**src/rtl/ex_muldiv_seq.sv**
```systemverilog
// Unsigned RV32M multi-cycle unit (MUL, MULHU, DIVU, REMU): shift-add multiply / restoring divide, one bit per cycle.
// Latency: XLEN+1 cycles from accept to done (1 cycle for divide-by-zero); done and result are registered.
// Backpressure: stall (combinational) holds the pipeline during accept and RUN; flush aborts to IDLE with no done.
//
// Ports:
//   clk, rst_n        clock, asynchronous active-low reset
//   start, funct3     M-op present in EX and its operation code (000 MUL, 011 MULHU, 101 DIVU, 111 REMU)
//   rs1_val, rs2_val  multiplicand/dividend, multiplier/divisor
//   flush             synchronous abort
//   stall             freeze upstream stages
//   done, result      one-cycle completion pulse, last completed value
module ex_muldiv_seq #(
    parameter int XLEN = 32
) (
    input  logic            clk,
    input  logic            rst_n,
    input  logic            start,
    input  logic [2:0]      funct3,
    input  logic [XLEN-1:0] rs1_val,
    input  logic [XLEN-1:0] rs2_val,
    input  logic            flush,
    output logic            stall,
    output logic            done,
    output logic [XLEN-1:0] result
);

    localparam int            CW    = $clog2(XLEN);
    localparam logic [CW-1:0] LAST  = CW'(XLEN - 1);
    localparam logic [2:0]    F3_MUL   = 3'b000;
    localparam logic [2:0]    F3_MULHU = 3'b011;
    localparam logic [2:0]    F3_DIVU  = 3'b101;
    localparam logic [2:0]    F3_REMU  = 3'b111;

    typedef enum logic [1:0] {
        S_IDLE,
        S_RUN,
        S_DONE
    } state_t;

    state_t state, state_nxt;

    logic [CW-1:0]     cnt;
    logic [2:0]        op;       // op[2]: divide, op[1]: take upper half (MULHU / REMU)
    logic [2*XLEN-1:0] acc;      // multiply: {hi, multiplier/lo}; divide: {rem, quot}
    logic [XLEN-1:0]   opb;      // multiplicand or divisor

    logic              supported;
    logic              accept;
    logic              div_zero;
    logic              last_iter;
    logic [XLEN:0]     mul_sum;
    logic [XLEN:0]     rem_sh;
    logic [XLEN:0]     rem_diff;
    logic              rem_ge;
    logic [2*XLEN-1:0] acc_nxt;

    always_comb begin
        supported = (funct3 == F3_MUL) || (funct3 == F3_MULHU) ||
                    (funct3 == F3_DIVU) || (funct3 == F3_REMU);
        accept    = start & supported & ~flush;
        div_zero  = funct3[2] & (rs2_val == '0);
        last_iter = (cnt == LAST);
    end

    // One iteration of either algorithm. The carry out of mul_sum becomes the
    // MSB after the right shift; the borrow of rem_diff decides the quotient bit
    // (rem_sh < 2*divisor, so a non-negative difference always fits XLEN bits).
    always_comb begin
        mul_sum  = {1'b0, acc[2*XLEN-1:XLEN]} + {1'b0, opb};
        rem_sh   = acc[2*XLEN-1:XLEN-1];
        rem_diff = rem_sh - {1'b0, opb};
        rem_ge   = ~rem_diff[XLEN];
        if (op[2]) begin
            if (rem_ge) acc_nxt = {rem_diff[XLEN-1:0], acc[XLEN-2:0], 1'b1};
            else        acc_nxt = {rem_sh[XLEN-1:0],   acc[XLEN-2:0], 1'b0};
        end else begin
            if (acc[0]) acc_nxt = {mul_sum, acc[XLEN-1:1]};
            else        acc_nxt = {1'b0, acc[2*XLEN-1:1]};
        end
    end

    always_ff @(posedge clk or negedge rst_n) begin
        if (!rst_n) state <= S_IDLE;
        else        state <= state_nxt;
    end

    always_comb begin
        state_nxt = state;
        stall     = 1'b0;
        case (state)
            S_IDLE: begin
                if (accept) begin
                    stall     = 1'b1;
                    state_nxt = div_zero ? S_DONE : S_RUN;
                end
            end
            S_RUN: begin
                stall = 1'b1;
                if (last_iter) state_nxt = S_DONE;
            end
            S_DONE:  state_nxt = S_IDLE;   // start is still the finished instruction
            default: state_nxt = S_IDLE;
        endcase
        if (flush)  state_nxt = S_IDLE;
        if (!rst_n) stall = 1'b0;
    end

    always_ff @(posedge clk or negedge rst_n) begin
        if (!rst_n) begin
            cnt    <= '0;
            op     <= '0;
            acc    <= '0;
            opb    <= '0;
            done   <= 1'b0;
            result <= '0;
        end else begin
            done <= 1'b0;
            if (state == S_IDLE && accept) begin
                op  <= funct3;
                cnt <= '0;
                opb <= funct3[2] ? rs2_val : rs1_val;
                acc <= {{XLEN{1'b0}}, (funct3[2] ? rs1_val : rs2_val)};
                if (div_zero) begin
                    result <= funct3[1] ? rs1_val : '1;
                    done   <= 1'b1;
                end
            end else if (state == S_RUN && !flush) begin
                acc <= acc_nxt;
                cnt <= cnt + 1'b1;
                if (last_iter) begin
                    result <= op[1] ? acc_nxt[2*XLEN-1:XLEN] : acc_nxt[XLEN-1:0];
                    done   <= 1'b1;
                end
            end
        end
    end

endmodule
```
**config.mk**
```make
export PLATFORM = sky130hd
export DESIGN_NAME = ex_muldiv_seq
export DESIGN_NICKNAME = d
export VERILOG_FILES = /design/src/rtl/ex_muldiv_seq.sv
export SDC_FILE = /design/constraint.sdc
export NUM_CORES = 1
export LEC_CHECK = 0
export ABC_AREA = 1
export BUFFER_PORTS_ARGS = -buffer_cell sky130_fd_sc_hd__buf_2
export CORE_MARGIN = 3
export CORE_UTILIZATION = 30
export DETAILED_ROUTE_END_ITERATION = 10
export GPL_TIMING_DRIVEN = 0
export PLACE_DENSITY_LB_ADDON = 0.05
export SLEW_MARGIN = 20
export SYNTH_ARGS = -nofsm -noshare
export SYNTH_HDL_FRONTEND = slang
export SYNTH_SLANG_ARGS = --single-unit
```
**constraint.sdc**
```tcl
create_clock -name clk -period 4.3 [get_ports clk]
set_clock_uncertainty 0.1 [all_clocks]
set_input_delay 0.43 -clock clk [delete_from_list [all_inputs] [get_ports clk]]
set_output_delay 0.43 -clock clk [all_outputs]
set_load 0.01 [all_outputs]
```
==> out/results.env, run 1 <==
CRITICAL_PATH_CLASS='register to register'
R2R_END='result[21]'
WORSTPATHARRIVAL_PS=3680
WORST_SLEW_MARGIN_REL_PCT=40.8
FINALCRITICALPERIOD_PS=3360
DIE-WIDTH_UM=214
PERIOD_SHARE_PCT=78.1
ROUTE.FINAL.WIRE_LENGTH_UM=62300
CRITICAL_PATH.N_BUFFERS_INVERTERS=3
SYNTH.LIB_CELLS_USED.DISTINCT=41
MULTI_INPUT_COMB_AREA_SQ_MM=0.00776
SYN_AREA_SQ_MM=0.0130
FILLERINSTANCES=4866
RSZ0062_AT_GRT='false'
HOLD_FAILS_FINAL_RPT=0
LARGEST_AREA_CONTRIBUTOR_IN_THE_SYNTHESIZED_NETLIST='sky130_fd_sc_hd__dfrtp_1'
TOTAL_SWITCHING_POWER_mW=6.96
DETAILEDROUTE.FIRSTITERATIONVIOLATIONS=1011
MIN_PATH_TYPE='input pin to register'
SYN_TO_FINAL_GROWTH_PCT=14.5
BEGINNING_OF_THE_WORST_HOLD_PATH='rs2_val[27]'
CRITPATHCAPTURETYPE='register'
REGISTER_AREA_SQ_MM=0.00345
ROWS=75
CLOCK_INSERTION_DELAY_AT_THE_LATER_PIN_OF_THE_SKEW_REPORT_PS=480
INITIAL_CORE_UTIL_PCT=30.7
DESIGN.DIE.AREA_SQ_MM=0.0458
TIMING.RR.START='acc[31]'
CLKTRANSATPATHREGS_PS=80
GRT_PASS1_VIAS=14400
CP_NUM_CELLS=22
OVERALL_OVERFLOW_REMAINING_AFTER_GLOBAL_ROUTE=0
TOTALNEGATIVESETUPSLACK_PS=0
SYNTH.AVG_CELL_AREA_SQ_UM=6.00
CRITPATHLAUNCHTYPE='register'
GRT_USE_TOTAL_PCT=27.0
CLKPWRFRAC_PCT=12.9
STDCELL_AREA_SQ_MM=0.0149
SYNTH_SEQUENTIAL_AREA_RATIO_PCT=26.6
ACHIEVABLE-FREQUENCY_MHz=298
POST_SYNTH_INST_COUNT=2161
POWER_LEAKAGE_nW=8.19
CRITICAL-PATH-MAX-STAGE-DELAY_PS=390
DETAIL_ROUTE.VIAS_PER_CELL=5.04
CRITPATHREQUIREDTIME_PS=4620
DRT_FIRST_PASS_ITERS=7
RESULT_OF_THE_RUN='finished, final reports clean'
CLOCK_SINKS=138
DETAILED_PLACE.AREA_SQ_MM=0.0143
FINAL_MAX_SLEW_VIOL_COUNT=0
SLOWEST_LIBRARY_CELL_ON_THE_WORST_PATH='sky130_fd_sc_hd__fa_1'
POST_LAYOUT_NONFILLER_INSTANCES=2877
DRC=0
CTSHTREEMAXLEVEL=4
SYNTH_WARNINGS=0
GRT_FIRST_PASS_WIRELENGTH_UM=91900
IOPINCOUNT=105
GRT_ANTENNA_BEFORE_REPAIR=4
POWER_DENSITY_mW_PER_MM2=809
DRIVE_ABOVE_1_SHARE_PCT=8.05
CRITICAL_PATH.MOST_COMMON_CELL='sky130_fd_sc_hd__nand2_1'
ROUTE.DETAILED.WL_PER_INST_UM=21.7
TIMING.CRITICAL_PATH.FANOUT_MAX=10
INTERNAL_POWER_mW=5.05
CLOCK_TREE.ROOT_CELL='sky130_fd_sc_hd__clkbuf_16'
SYNTH.NET_COUNT=2300
SYNTHTOPCELLSBYAREA='sky130_fd_sc_hd__dfrtp_1, sky130_fd_sc_hd__nand2_1, sky130_fd_sc_hd__inv_1'
CTS_MAX_PATH_BUFFERS=2
NUMBER_OF_FAILING_SETUP_ENDPOINTS_IN_THE_FINAL_TIMING_REPORT=0
WORST_SLEW_PIN_SLEW_PS=887
TIMING.CRITICAL_PATH.MAX_DELAY_FAMILY='simple AND/OR/NAND/NOR gates'
NUM-NETS-FINAL=2425
PATH_CELLS='inv_1 > ha_1 > inv_1 > fa_1 > nand2_1 > nand2_1 > nand3_1 > nand2_2 > nand2_1 > nand2_2 > nand2_2 > nand2_2 > nand2_4 > nand2_4 > buf_6 > nand2_1 > nand3_1 > nand2_1 > nand2_1 > nand2_1 > nand2_1 > nand2_1'
PIN_COUNT_OF_THE_BIGGEST_NET_ENTERING_GLOBAL_ROUTING=84
SYNTH.FF_LATCH_COUNT=138
IRDROPWORSTVDD_mV=0.302
PLACED_INSTS=2843
NUMPORTBUFFERS=104
WORST_R2R_PATH_CELLS=22
SHARE_OF_POWER_BURNED_IN_COMBINATIONAL_LOGIC_PCT=67.8
HOLD_DEPTH=3
PLACE_CONGESTION=0.946
WHS_ENDPOINT='acc[27]'
CORE_AR_SQ_MM=0.0423
YOSYSTOPAREACELLSHARE_PCT=26.6
DR_TOTAL_VIAS=14500
DIE_HEIGHT_UM=214
SWITCHING_PART_OF_THE_TOTAL_POWER_PCT=57.9
DPL.HPWL_UM=52000
TRITONCTS.NUM_BUFFERS=17
MAX-CAP-VIOLATIONS=0
ANTENNA_VIOLATING_NETS_POST_ROUTE=0
SEQ_POWER_SHARE_PCT=19.3
CTS_TREE='yes'
R2R_SETUP_SLACK_PS=940
[per-stage QoR]
step                worst slack [ps]  power, mW  util (%)  hold WS (ps)
detailed placement               925       10.4      33.7           321
CTS                              932       12.0      35.1           102
global route                     729       13.1      35.1           141
finish                           942       12.0      35.1           141
global placement                32.2       10.4      33.6           363
floorplan                       1830       7.41         -          34.4
[routing by layer]
metal	vias up	routed length, um	track usage (%)
li1	7139	-	-
met4	2	2360	10.5
met2	471	28500	43.7
met5	-	13	0
met3	85	3180	3.72
met1	6817	28200	36.5
[worst max path at each step]
stage             from          to  slack, ps
6_report       acc[31]  result[21]        940
5_1_grt        acc[31]  result[21]        730
4_1_cts        acc[31]  result[21]        930
3_5_place_dp   acc[31]  result[21]        930
3_3_place_gp     rst_n       stall         30
2_1_floorplan  acc[31]  result[25]       1830
[registers in the layout, summed over array words and instances, names as in the netlist]
signal / flops
result: 32
state: 2
op: 2
opb: 32
cnt: 5
acc: 64
done: 1
[worst min-delay path: cells and delay by family]
kind	cells	cell delay (ps)
buffers and inverters	1	90
AOI/OAI and AO/OA	2	160
[power by group through the flow]
| stage | Sequential, mW | Clock (mW) | Combinational, mW |
|---|---|---|---|
| 2_1_floorplan | 2.16 | 0 | 5.25 |
| 3_3_place_gp | 2.34 | 0 | 8.07 |
| 3_5_place_dp | 2.34 | 0 | 8.05 |
| 4_1_cts | 2.32 | 1.60 | 8.10 |
| 5_1_grt | 2.37 | 1.64 | 9.07 |
| 6_report | 2.32 | 1.55 | 8.14 |
[cell type report]
cell class / count / share of cell area, %
repair buffers: 106 / 3.82
plain buffers: 87 / 2.63
diodes: 1 / 0.0168
clock inverters: 15 / 1.13
inverters: 366 / 9.25
flip-flops and latches: 138 / 23.2
well taps: 577 / 4.86
clock buffers: 17 / 2.86
multi-input cells: 1570 / 52.2
[synth_stat cells]
library cell / instances
sky130_fd_sc_hd__a21boi_0: 1
sky130_fd_sc_hd__a21o_1: 2
sky130_fd_sc_hd__a21oi_1: 121
sky130_fd_sc_hd__a21oi_2: 1
sky130_fd_sc_hd__a221oi_1: 1
sky130_fd_sc_hd__a22o_1: 2
sky130_fd_sc_hd__and2_1: 7
sky130_fd_sc_hd__and3_1: 2
sky130_fd_sc_hd__buf_1: 8
sky130_fd_sc_hd__buf_2: 21
sky130_fd_sc_hd__buf_4: 4
sky130_fd_sc_hd__buf_6: 3
sky130_fd_sc_hd__clkbuf_1: 51
sky130_fd_sc_hd__clkinv_1: 4
sky130_fd_sc_hd__dfrtp_1: 138
sky130_fd_sc_hd__fa_1: 2
sky130_fd_sc_hd__ha_1: 66
sky130_fd_sc_hd__inv_1: 359
sky130_fd_sc_hd__inv_2: 3
sky130_fd_sc_hd__nand2_1: 756
sky130_fd_sc_hd__nand2_2: 5
sky130_fd_sc_hd__nand2_4: 2
sky130_fd_sc_hd__nand3_1: 144
sky130_fd_sc_hd__nand3_4: 1
sky130_fd_sc_hd__nand3b_1: 1
sky130_fd_sc_hd__nand4_1: 10
sky130_fd_sc_hd__nor2_1: 151
sky130_fd_sc_hd__nor2_4: 2
sky130_fd_sc_hd__nor3_1: 14
sky130_fd_sc_hd__nor3_4: 1
sky130_fd_sc_hd__nor4_1: 3
sky130_fd_sc_hd__o211ai_1: 70
sky130_fd_sc_hd__o21a_1: 3
sky130_fd_sc_hd__o21ai_0: 138
sky130_fd_sc_hd__o21bai_1: 4
sky130_fd_sc_hd__o221ai_1: 32
sky130_fd_sc_hd__o22ai_1: 1
sky130_fd_sc_hd__or2_1: 1
sky130_fd_sc_hd__or2_2: 5
sky130_fd_sc_hd__xnor2_1: 8
sky130_fd_sc_hd__xor2_1: 13
[cell families (layout without fill, tap and decap cells)]
kind of cell	after synthesis	in the layout	share of synthesized area, %
other cells	0	1	0
flops	138	138	26.6
compound gates	376	376	17.1
fa+ha+maj	68	68	6.67
simple gates	1105	1105	34.6
xor+xnor	21	21	1.42
buf+inv	453	591	13.6
[cell usage in the layout (no fill, tap or decap), types with 8 or more instances in the layout]
cell type                   count
sky130_fd_sc_hd__clkbuf_1      51
sky130_fd_sc_hd__xor2_1        13
sky130_fd_sc_hd__inv_1        359
sky130_fd_sc_hd__nor3_1        14
sky130_fd_sc_hd__dfrtp_1      138
sky130_fd_sc_hd__nor2_1       151
sky130_fd_sc_hd__o211ai_1      70
sky130_fd_sc_hd__ha_1          66
sky130_fd_sc_hd__o21ai_0      138
sky130_fd_sc_hd__buf_1          8
sky130_fd_sc_hd__buf_2        124
sky130_fd_sc_hd__o221ai_1      32
sky130_fd_sc_hd__clkbuf_16     17
sky130_fd_sc_hd__xnor2_1        8
sky130_fd_sc_hd__nand4_1       10
sky130_fd_sc_hd__nand2_1      756
sky130_fd_sc_hd__a21oi_1      121
sky130_fd_sc_hd__nand3_1      144
[repair_timing]
item,4_1_cts,5_1_grt
hold endpoints to repair,56,0
buffers inserted,0,0
gates resized for setup,0,0
hold buffers,1,0
Power figures use the tool's default switching activity.
==> run 2: changes to the inputs <==
--- a/config.mk
+++ b/config.mk
@@ -5,7 +5,7 @@
 export SDC_FILE = /design/constraint.sdc
 export NUM_CORES = 1
 export LEC_CHECK = 0
-export ABC_AREA = 1
+export ABC_AREA = 0
 export BUFFER_PORTS_ARGS = -buffer_cell sky130_fd_sc_hd__buf_2
 export CORE_MARGIN = 3
 export CORE_UTILIZATION = 30
==> constraint.sdc (replaced) <==
create_clock -name clk -period 2.75 [get_ports clk]
set_clock_uncertainty 0.1 [all_clocks]
set_input_delay 0.275 -clock clk [delete_from_list [all_inputs] [get_ports clk]]
set_output_delay 0.275 -clock clk [all_outputs]
set_load 0.01 [all_outputs]
==> run 2 against run 1 <==
  * The run now ends with setup timing left
  * Power up 80%
  * Sequential share of layout area fell by 0.16 points
  * Hold slack got worse by 77 ps
  * Global-route usage down 1.1 points
  * Maximum frequency fell by 10%
  * Clock power grew 63%
  * Highest routed layer is now met4
==> out/results.env, run 2 <==
RESULT_OF_THE_RUN='finished with violations'  # was finished, final reports clean
VIOLATIONS_IN_THE_FINAL_REPORTS='setup timing'
SYNTH.LIB_CELLS_USED.DISTINCT=76  # was 41
WORST_SLEW_MARGIN_REL_PCT=20.9  # was 40.8%
PERIOD_SHARE_PCT=136  # was 78.1%
DIE-WIDTH_UM=204  # was 214 um
ASYNC_RESET_FF_SHARE_PCT=100  # unchanged
POWER_DENSITY_mW_PER_MM2=1440  # was 809 mW/mm^2
WHS_ENDPOINT='opb[29]'  # was acc[27]
GRT_FIRST_PASS_WIRELENGTH_UM=80500  # was 91900 um
DETAIL_ROUTE.VIAS_PER_CELL=5.74  # was 5.04
ROUTE.FINAL.WIRE_LENGTH_UM=53900  # was 62300 um
BEGINNING_OF_THE_WORST_HOLD_PATH='rs1_val[29]'  # was rs2_val[27]
DRC=0  # unchanged
HOLD_DEPTH=3  # unchanged
MIN_PATH_TYPE='input pin to register'  # unchanged
SYNTHFLOPTYPE='sky130_fd_sc_hd__dfrtp_1'  # unchanged
SYNTH_WARNINGS=0  # unchanged
CTSHTREEMAXLEVEL=4  # unchanged
PATH_CELLS='inv_2 > ha_4 > inv_2 > fa_2 > a211oi_2 > o21ai_2 > o221ai_4 > a41oi_4 > a31oi_4 > buf_12 > xor2_4 > buf_4 > buf_12 > buf_12 > a2111oi_4 > buf_4 > o211ai_1 > a21oi_1'  # was inv_1 > ha_1 > inv_1 > fa_1 > nand2_1 > nand2_1 > nand3_1 > nand2_2 > nand2_1 > nand2_2 > nand2_2 > nand2_2 > nand2_4 > nand2_4 > buf_6 > nand2_1 > nand3_1 > nand2_1 > nand2_1 > nand2_1 > nand2_1 > nand2_1
CRITICAL_PATH.N_BUFFERS_INVERTERS=7  # was 3
CRITPATHCAPTURETYPE='register'  # unchanged
TIMING.CRITICAL_PATH.FANOUT_MAX=6  # was 10
IOPINCOUNT=105  # unchanged
TIMING.RR.START='acc[31]'  # unchanged
MOST_REPEATED_CELL_IN_THE_GATE_LEVEL_NETLIST_AFTER_SYNTHESIS='sky130_fd_sc_hd__nand2_1'  # unchanged
POST_SYNTH_INST_COUNT=1394  # was 2161
DETAILED_PLACE.AREA_SQ_MM=0.0130  # was 0.0143 sq mm
ACHIEVABLE-FREQUENCY_MHz=268  # was 298 MHz
CLOCK_TREE.ROOT_CELL='sky130_fd_sc_hd__clkbuf_16'  # unchanged
HOLD_FAILS_FINAL_RPT=0  # unchanged
SYNTH.FF_LATCH_COUNT=138  # unchanged
CRITICAL_PATH.MOST_COMMON_CELL='sky130_fd_sc_hd__buf_12'  # was sky130_fd_sc_hd__nand2_1
CLOCK_SINKS=138  # unchanged
SLOWEST_LIBRARY_CELL_ON_THE_WORST_PATH='sky130_fd_sc_hd__dfrtp_1'  # was sky130_fd_sc_hd__fa_1
NUMPORTBUFFERS=104  # unchanged
NUMBER_OF_FLOPS_MAPPED_TO_ENABLE_CELLS_BY_YOSYS=0  # unchanged
CLOCK_INSERTION_DELAY_AT_THE_LATER_PIN_OF_THE_SKEW_REPORT_PS=440  # was 480 ps
POWER_LEAKAGE_nW=6.57  # was 8.19 nW
R2R_END='result[27]'  # was result[21]
DESIGN.DIE.AREA_SQ_MM=0.0415  # was 0.0458 sq mm
DRT_FIRST_PASS_ITERS=5  # was 7
MAX-CAP-VIOLATIONS=0  # unchanged
CRITPATHREQUIREDTIME_PS=2950  # was 4620 ps
LARGESTREGISTERS='acc x64, opb x32, result x32'  # unchanged
DETAILEDROUTE.FIRSTITERATIONVIOLATIONS=787  # was 1011
STDCELL_AREA_SQ_MM=0.0150  # was 0.0149 sq mm
WORSTPATHARRIVAL_PS=3930  # was 3680 ps
POST_LAYOUT_NONFILLER_INSTANCES=2074  # was 2877
FINAL_MAX_SLEW_VIOL_COUNT=0  # unchanged
TRITONCTS.NUM_BUFFERS=17  # unchanged
SYNTH.AVG_CELL_AREA_SQ_UM=8.40  # was 6.00 sq um
LARGEST_REG_FLOPS=64  # unchanged
MOSTFREQUENTLAYOUTCELL='sky130_fd_sc_hd__nand2_1'  # unchanged
WORST_SLEW_PIN_SLEW_PS=1190  # was 887 ps
SYNTH_SEQUENTIAL_AREA_RATIO_PCT=29.5  # was 26.6%
RSZ0062_AT_GRT='true'  # was false
NUM-NETS-FINAL=1689  # was 2425
DPL.HPWL_UM=41700  # was 52000 um
IRDROPWORSTVDD_mV=0.632  # was 0.302 mV
ANTENNA_VIOLATING_NETS_POST_ROUTE=0  # unchanged
ANTENNA_CELLS_INSERTED=0  # was 1
CRITICAL-PATH-MAX-STAGE-DELAY_PS=420  # was 390 ps
R2R_SETUP_SLACK_PS=-980  # was 940 ps
SYNTH_COMMON_CELLS='sky130_fd_sc_hd__nand2_1, sky130_fd_sc_hd__dfrtp_1, sky130_fd_sc_hd__o21ai_0, sky130_fd_sc_hd__mux2i_1, sky130_fd_sc_hd__a21oi_1'  # was sky130_fd_sc_hd__nand2_1, sky130_fd_sc_hd__inv_1, sky130_fd_sc_hd__nor2_1, sky130_fd_sc_hd__nand3_1
SYNTH.NET_COUNT=1533  # was 2300
GRT_USE_TOTAL_PCT=25.9  # was 27.0%
TIMING.CRITICAL_PATH.MAX_DELAY_FAMILY='compound AO/OA/AOI/OAI gates'  # was simple AND/OR/NAND/NOR gates
INITIAL_CORE_UTIL_PCT=30.7  # about the same
CRITICAL_PATH_CLASS='register to register'  # unchanged
GRT_PASS1_VIAS=12100  # was 14.4k
PLACED_INSTS=2010  # was 2843
LAYOUT_COMMON_CELLS='sky130_fd_sc_hd__nand2_1, sky130_fd_sc_hd__dfrtp_1, sky130_fd_sc_hd__o21ai_0'  # was sky130_fd_sc_hd__nand2_1, sky130_fd_sc_hd__inv_1, sky130_fd_sc_hd__nor2_1
GRT_ANTENNA_BEFORE_REPAIR=0  # was 4
WORST_CASE_HOLD_SLACK_PS=63.2  # was 141 ps
REGISTERS.TOP_BY_FF_COUNT='acc'  # unchanged
ROWS=71  # was 75
DRIVE_ABOVE_1_SHARE_PCT=21.9  # was 8.05%
PLACE_CONGESTION=0.870  # was 0.946
DR_TOTAL_VIAS=11900  # was 14.5k
SYN_TO_FINAL_GROWTH_PCT=27.8  # was 14.5%
SYNTHTOPCELLSBYAREA='sky130_fd_sc_hd__dfrtp_1, sky130_fd_sc_hd__mux2i_1, sky130_fd_sc_hd__ha_1'  # was sky130_fd_sc_hd__dfrtp_1, sky130_fd_sc_hd__nand2_1, sky130_fd_sc_hd__inv_1
LARGEST_AREA_CONTRIBUTOR_IN_THE_SYNTHESIZED_NETLIST='sky130_fd_sc_hd__dfrtp_1'  # unchanged
NUMBER_OF_FAILING_SETUP_ENDPOINTS_IN_THE_FINAL_TIMING_REPORT=65  # was 0
DESIGN_POWER_TOTAL_mW=21.6  # was 12.0 mW
DIE_HEIGHT_UM=204  # was 214 um
CTS_MAX_PATH_BUFFERS=2  # unchanged
CORE_AR_SQ_MM=0.0381  # was 0.0423 sq mm
POSTLAYOUTSETUPSLACKWORST_PS=-983  # was 942 ps
PRE_CTS_SETUP_SLACK_PS=-1730  # was 925 ps
CTS_TREE='yes'  # unchanged
SYN_AREA_SQ_MM=0.0117  # was 0.0130 sq mm
YOSYSTOPAREACELLSHARE_PCT=29.5  # was 26.6%
OVERALL_OVERFLOW_REMAINING_AFTER_GLOBAL_ROUTE=0  # unchanged
CRITPATHLAUNCHTYPE='register'  # unchanged
WORST_R2R_PATH_CELLS=18  # was 22
ROUTE.DETAILED.WL_PER_INST_UM=26.0  # was 21.7 um
FINALCRITICALPERIOD_PS=3730  # was 3360 ps
PIN_COUNT_OF_THE_BIGGEST_NET_ENTERING_GLOBAL_ROUTING=86  # was 84
CLKTRANSATPATHREGS_PS=60  # was 80 ps
## run 2: stage by stage
stage                     TNS (ps)  util (%)
after floorplan             -22220         -
after global placement     -257120      33.9
after detailed placement   -112220      34.0
after CTS                   -63150      38.7
after global routing        -60800      39.3
final                       -53900      39.3
## run 2: worst max path at each step
stage	start	endpoint	cells past startpoint
after floorplan	acc[31]	result[1]	13
after global placement	acc[31]	result[29]	14
after detailed placement	acc[31]	result[29]	14
after CTS	acc[31]	result[1]	15
after global routing	acc[31]	result[1]	15
final	acc[31]	result[27]	18
## run 2: worst register-to-register path, delay by kind of cell, from the launching register on
family,cells,cell delay (ps)
flops,1,420
buf+inv,7,820
xor+xnor,1,160
compound gates,8,1590
fa+ha+maj,2,530
## run 2: cells by family (layout without fill, tap and decap cells)
kind of cell	Yosys count	after routing	share of synthesized area (%)
DFF	138	138	29.5
and+or+nand+nor	368	368	14.6
xor gates and xnor gates	57	57	4.49
adders and majority gates	68	68	7.39
muxes	128	128	11.2
buffers and inverters	144	313	4.82
AOI/OAI and AO/OA	491	491	28.1
## run 2: layer usage
layer	vias to the layer above	global-route usage [%]	share of wire [%]
met3	69	2.73	4.4
met4	0	6.34	2.1
met2	388	42.1	46
met5	-	0	0
li1	5520	-	-
met1	5930	36.9	47
## run 2: area by class of cell
cell class | count | area (sq um)
multi-input combinational | 1112 | 8640
buffer | 87 | 417
clock inverter | 6 | 108
timing repair buffer | 142 | 998
fill | 3904 | 23100
sequential | 138 | 3450
inverter | 52 | 195
clock buffer | 26 | 519
tap | 511 | 639
## run 2: timing repair
item	in CTS	in global routing
pin swaps	41	40
endpoints found under the setup margin	104	94
hold buffers	1	0
hold endpoints to repair	53	0
buffers inserted	27	9
cloned	3	0
gates resized for setup	166	69
## run 2: report_power, final
group	total [mW]	internal, mW	switching (mW)	leakage (nW)
Sequential	3.54	2.57	0.966	1.81
Combinational	15.5	6.66	8.88	4.46
Clock	2.52	1.57	0.945	0.307
Total	21.6	10.8	10.8	6.57
